## config.mk

```make
export PLATFORM = sky130hd
export DESIGN_NAME = gray2bin_arbiter
export DESIGN_NICKNAME = d
export VERILOG_FILES = /design/src/rtl/gray2bin_arbiter.sv
export SDC_FILE = /design/constraint.sdc
export NUM_CORES = 1
export LEC_CHECK = 0
export BUFFER_PORTS_ARGS = -buffer_cell sky130_fd_sc_hd__buf_2
export CORE_MARGIN = 2
export CORE_UTILIZATION = 50
export DETAILED_ROUTE_END_ITERATION = 8
export GPL_ROUTABILITY_DRIVEN = 0
export GPL_TIMING_DRIVEN = 0
export PLACE_DENSITY = 0.82
export SLEW_MARGIN = 20
export SYNTH_ARGS = -nofsm -noshare
export SYNTH_HDL_FRONTEND = slang
export SYNTH_SLANG_ARGS = --single-unit
```

## constraint.sdc

```tcl
create_clock -name clk -period 2.75 [get_ports clk]
set_input_delay 0 -clock clk [delete_from_list [all_inputs] [get_ports clk]]
set_output_delay 0 -clock clk [all_outputs]
set_load 0.02 [all_outputs]
```

## src/rtl/gray2bin_arbiter.sv

```systemverilog
// Round-robin arbiter feeding one shared, registered Gray-to-binary converter.
// One word is in flight at a time: accept (IDLE), convert (CONV), present (HOLD).
module gray2bin_arbiter #(
  parameter int N_REQ = 4,
  parameter int WIDTH = 4,
  parameter int IDW   = 2
) (
  input  logic                     clk,
  input  logic                     rst,
  input  logic [N_REQ-1:0]         req_valid,
  input  logic [N_REQ*WIDTH-1:0]   req_gray,
  output logic [N_REQ-1:0]         req_ready,
  output logic                     out_valid,
  output logic [WIDTH-1:0]         out_bin,
  output logic [IDW-1:0]           out_id,
  input  logic                     out_ready
);

  typedef enum logic [1:0] {IDLE, CONV, HOLD} state_t;

  state_t           state_q, state_d;
  logic [IDW-1:0]   ptr_q, ptr_d;
  logic [WIDTH-1:0] gray_q, gray_d;
  logic [IDW-1:0]   id_q, id_d;
  logic [WIDTH-1:0] out_bin_q, out_bin_d;
  logic [IDW-1:0]   out_id_q, out_id_d;

  logic             grant_vld;
  logic [IDW-1:0]   grant_id;
  logic [IDW-1:0]   cand;

  function automatic logic [WIDTH-1:0] gray_to_bin(input logic [WIDTH-1:0] g);
    logic [WIDTH-1:0] b;
    b[WIDTH-1] = g[WIDTH-1];
    for (int i = WIDTH-2; i >= 0; i--) begin
      b[i] = b[i+1] ^ g[i];
    end
    return b;
  endfunction

  // Search starts one past the last grant, so the previous winner ranks last.
  always_comb begin
    grant_vld = 1'b0;
    grant_id  = '0;
    cand      = '0;
    for (int k = 1; k <= N_REQ; k++) begin
      cand = IDW'((int'(ptr_q) + k) % N_REQ);
      if (!grant_vld && req_valid[cand]) begin
        grant_vld = 1'b1;
        grant_id  = cand;
      end
    end
  end

  always_ff @(posedge clk) begin
    if (rst) begin
      state_q   <= IDLE;
      ptr_q     <= IDW'(N_REQ-1);
      gray_q    <= '0;
      id_q      <= '0;
      out_bin_q <= '0;
      out_id_q  <= '0;
    end else begin
      state_q   <= state_d;
      ptr_q     <= ptr_d;
      gray_q    <= gray_d;
      id_q      <= id_d;
      out_bin_q <= out_bin_d;
      out_id_q  <= out_id_d;
    end
  end

  always_comb begin
    state_d = state_q;
    case (state_q)
      IDLE:    if (grant_vld) state_d = CONV;
      CONV:    state_d = HOLD;
      HOLD:    if (out_ready) state_d = IDLE;
      default: state_d = IDLE;
    endcase
  end

  // Capture the granted word on accept; convert it one cycle later.
  always_comb begin
    ptr_d     = ptr_q;
    gray_d    = gray_q;
    id_d      = id_q;
    out_bin_d = out_bin_q;
    out_id_d  = out_id_q;
    if (state_q == IDLE && grant_vld) begin
      ptr_d  = grant_id;
      gray_d = req_gray[grant_id*WIDTH +: WIDTH];
      id_d   = grant_id;
    end
    if (state_q == CONV) begin
      out_bin_d = gray_to_bin(gray_q);
      out_id_d  = id_q;
    end
  end

  always_comb begin
    req_ready = '0;
    out_valid = 1'b0;
    if (state_q == IDLE && grant_vld) req_ready[grant_id] = 1'b1;
    if (state_q == HOLD) out_valid = 1'b1;
  end

  assign out_bin = out_bin_q;
  assign out_id  = out_id_q;

endmodule

```

==> results.sh <==
export IMPL_post_route_util=0.7047
export IMPL_maxCapViolCount=0
export IMPL_timing_critical_path_depth=6
export IMPL_die_span_y_um=45.40
export IMPL_power_per_cell_area_nw_per_um2=623.8
export IMPL_crit_path_start_kind="register"
export IMPL_mappedNetlistArea_um2=857.1
export IMPL_cts_tree="yes"
export IMPL_yosys_register_bits=16
export IMPL_htree_num_levels=1
export IMPL_fp_dieArea_um2=2061
export IMPL_grt_usage=0.2094
export IMPL_wl_per_cell_um=12.56
export IMPL_port_buffers=33
export IMPL_cts_sinks=16
export IMPL_most_common_cell_after_layout_fill_and_taps_aside="buf_2"
export IMPL_synth_yosys_seq_area_share=0.3737
export IMPL_detail_route_iter0_violations=14
export IMPL_final_period_utilization=0.6127
export IMPL_route_final_wire_length_um=1922
export IMPL_grt_start_max_net_pins=11
export IMPL_finish_net_count=161
export IMPL_grt_antenna_before_repair=0
export IMPL_ff2ff_path_depth=6
export IMPL_drc_errors=0
export IMPL_syn_inst=98
export IMPL_setup_worst_path_end_class="output port"
export IMPL_clkTransAtPathRegs_ns=0.09
export IMPL_io_pins=34
export IMPL_critical_path_max_stage_delay_ns=0.33
export IMPL_die_w_um=45.40
export IMPL_globalRouteOverflowTotal=0
export IMPL_cp_max_fo=8
export IMPL_syn_area_per_cell_um2=8.746
export IMPL_worst_hold_path_type="input port to register"
export IMPL_area_added_between_synthesis_and_finish_pct=28.17
export IMPL_final_hold_fails=0
export IMPL_synth_net_count=121
export IMPL_slew_violations=0
export IMPL_clock_tree_root_cell="clkbuf_4"
export IMPL_timing_setup_critical_path_class="register to output port"
export IMPL_max_vdd_ir_drop_uv=511.4
export IMPL_grt_setup_unrepaired="false"
export IMPL_critical_path_reg2reg_endpoint="gray_q[0]"
export IMPL_antenna_left=0
export IMPL_timing_worst_slew_pin_value_ns=0.4390
export IMPL_cts_repair_resize_count=0
export IMPL_timing_critical_path_cells="buf_6 > mux2i_1 > o22ai_2 > a211o_1 > nor2_1 > buf_2"
export IMPL_post_layout_total_power_uw=685.2
export IMPL_r2r_slack_ns=1.16
export IMPL_setup_violations=0
export IMPL_nFillCells=121
export IMPL_yosysUniqueCellTypes=24
export IMPL_clockBufferDepth=2
export IMPL_cellLeakagePower_uw=0.0005176
export IMPL_timing_max_slew_rel_slack=0.7073
export IMPL_coreArea_um2=1559
export IMPL_met2WireLength_um=981
export IMPL_via_count=849
export IMPL_grt_pass1_wl_um=3180
export IMPL_synth_edf_count=0
export IMPL_firstDrtPassIters=4
export IMPL_max_freq_mhz=593.5
export IMPL_timing_critical_path_buf_inv=2
export IMPL_num_cts_buffers=3
export IMPL_finalClockSkew_ns=0.001244
export IMPL_critical_path_arrival_ns=1.68
export IMPL_crit_required_ns=2.75
export IMPL_m1WireLength_um=786
export IMPL_top_layer_used="met4"
export IMPL_core_rowCount=14
export IMPL_setup_worst_path_start="ptr_q[1]"
export IMPL_yosys_warnings=0
export IMPL_share_of_layout_cells_above_drive_strength_1=0.3139
export IMPL_setup_tns_ns=0
export IMPL_worst_path_max_delay_cell="dfxtp_1"
export IMPL_async_flop_share=0
export IMPL_first_global_vias=776
export IMPL_postCtsSetupRepairBufs=0
export IMPL_most_frequent_cells_in_the_layout="34 x buf_2, 16 x dfxtp_1, 13 x nand2_1"
export IMPL_worstSkewPairLatency_ns=0.28
export IMPL_place_detailed_hpwl_um=1541
export IMPL_drt_vias_per_instance=5.549
export IMPL_wl_met3_um=143
export IMPL_worstReg2RegStart="ptr_q[1]"
export IMPL_hold_ws_ns=0.01069
export IMPL_effective_utilization_at_floorplan=0.5498
export IMPL_insertedDiodeCount=0
export IMPL_min_period_ns=1.685
export IMPL_timing_critical_path_max_delay_family="compound AO/OA/AOI/OAI gates"
export IMPL_run_status="finished clean"
export IMPL_ys_flop_type="dfxtp_1"
export IMPL_ctsHoldBuffers=2
export IMPL_capture_point_of_the_critical_path="req_ready[2]"
## where the power goes
part           leakage (µW)  total (µW)  switching (µW)  internal (µW)
clock             0.0000210         155            74.4           80.6
sequential         0.000132         286            22.6            264
combinational      0.000365         244             136            108
total              0.000518         685             233            452
## through the flow
stage	instances	setup WS, ns	instance area, µm²
after floorplan	98	1.326	857.1
after global placement	147	1.242	1042
after detailed placement	147	1.196	1042
after CTS	153	1.074	1099
after global routing	153	0.9906	1099
final	153	1.065	1099
## routing by layer
metal | GRT usage | vias up
li1 | - | 424
met3 | 0.03968 | 2
met1 | 0.2469 | 380
met5 | 0 | -
met4 | 0.05294 | 0
met2 | 0.3831 | 43
## layout make-up
type                       count  area (µm²)  share of cell area
timing repair buffer          35       185.2              0.1686
sequential                    16       320.3              0.2916
clock buffer                   4       36.28             0.03303
inverter                       3       11.26             0.01025
multi-input combinational     75       501.7              0.4567
buffer                         4       23.77             0.02164
tap                           16       20.02             0.01822
## worst min-delay path by stage
stage	from	to	cells past startpoint
after floorplan	rst	state_q[0]	1
after global placement	out_ready	state_q[1]	3
after detailed placement	out_ready	state_q[1]	3
after CTS	req_gray[12]	gray_q[0]	3
after global routing	req_gray[12]	gray_q[0]	3
final	req_gray[12]	gray_q[0]	3
## kinds of logic (layout without fill, tap and decap cells)
family,count (synthesis),count (layout),synth area share
and+or+nand+nor,37,37,0.2248
buffers and inverters,7,46,0.04087
xor gates and xnor gates,3,3,0.03066
AOI/OAI and AO/OA,25,25,0.2131
DFF,16,16,0.3737
muxes,10,10,0.1168
## cell usage after synthesis (all sizes together) (2+ instances only)
master  count  area (µm²)
dfxtp      16       320.3
nand2      13       48.80
nor2       11       57.56
mux2i      10       100.1
a21oi       8       40.04
o21ai       5       25.02
nand2b      4       25.02
nand3b      4       30.03
nor2b       4       25.02
o221ai      4       35.03
inv         3       11.26
xnor2       3       26.28
a211oi      2       15.01
buf         2       16.26
clkbuf      2       7.510
o22ai       2       25.02
## worst min-delay path: stages
cell and delay, ns:
buf_2 0.07, mux2i_1 0.06, o221ai_1 0.13
## state kept, by name (all words and copies together) (netlist names)
signal,count
state_q,2
id_q,2
out_id,2
gray_q,4
ptr_q,2
out_bin,4
No activity file was read; power rests on OpenSTA's default activity.
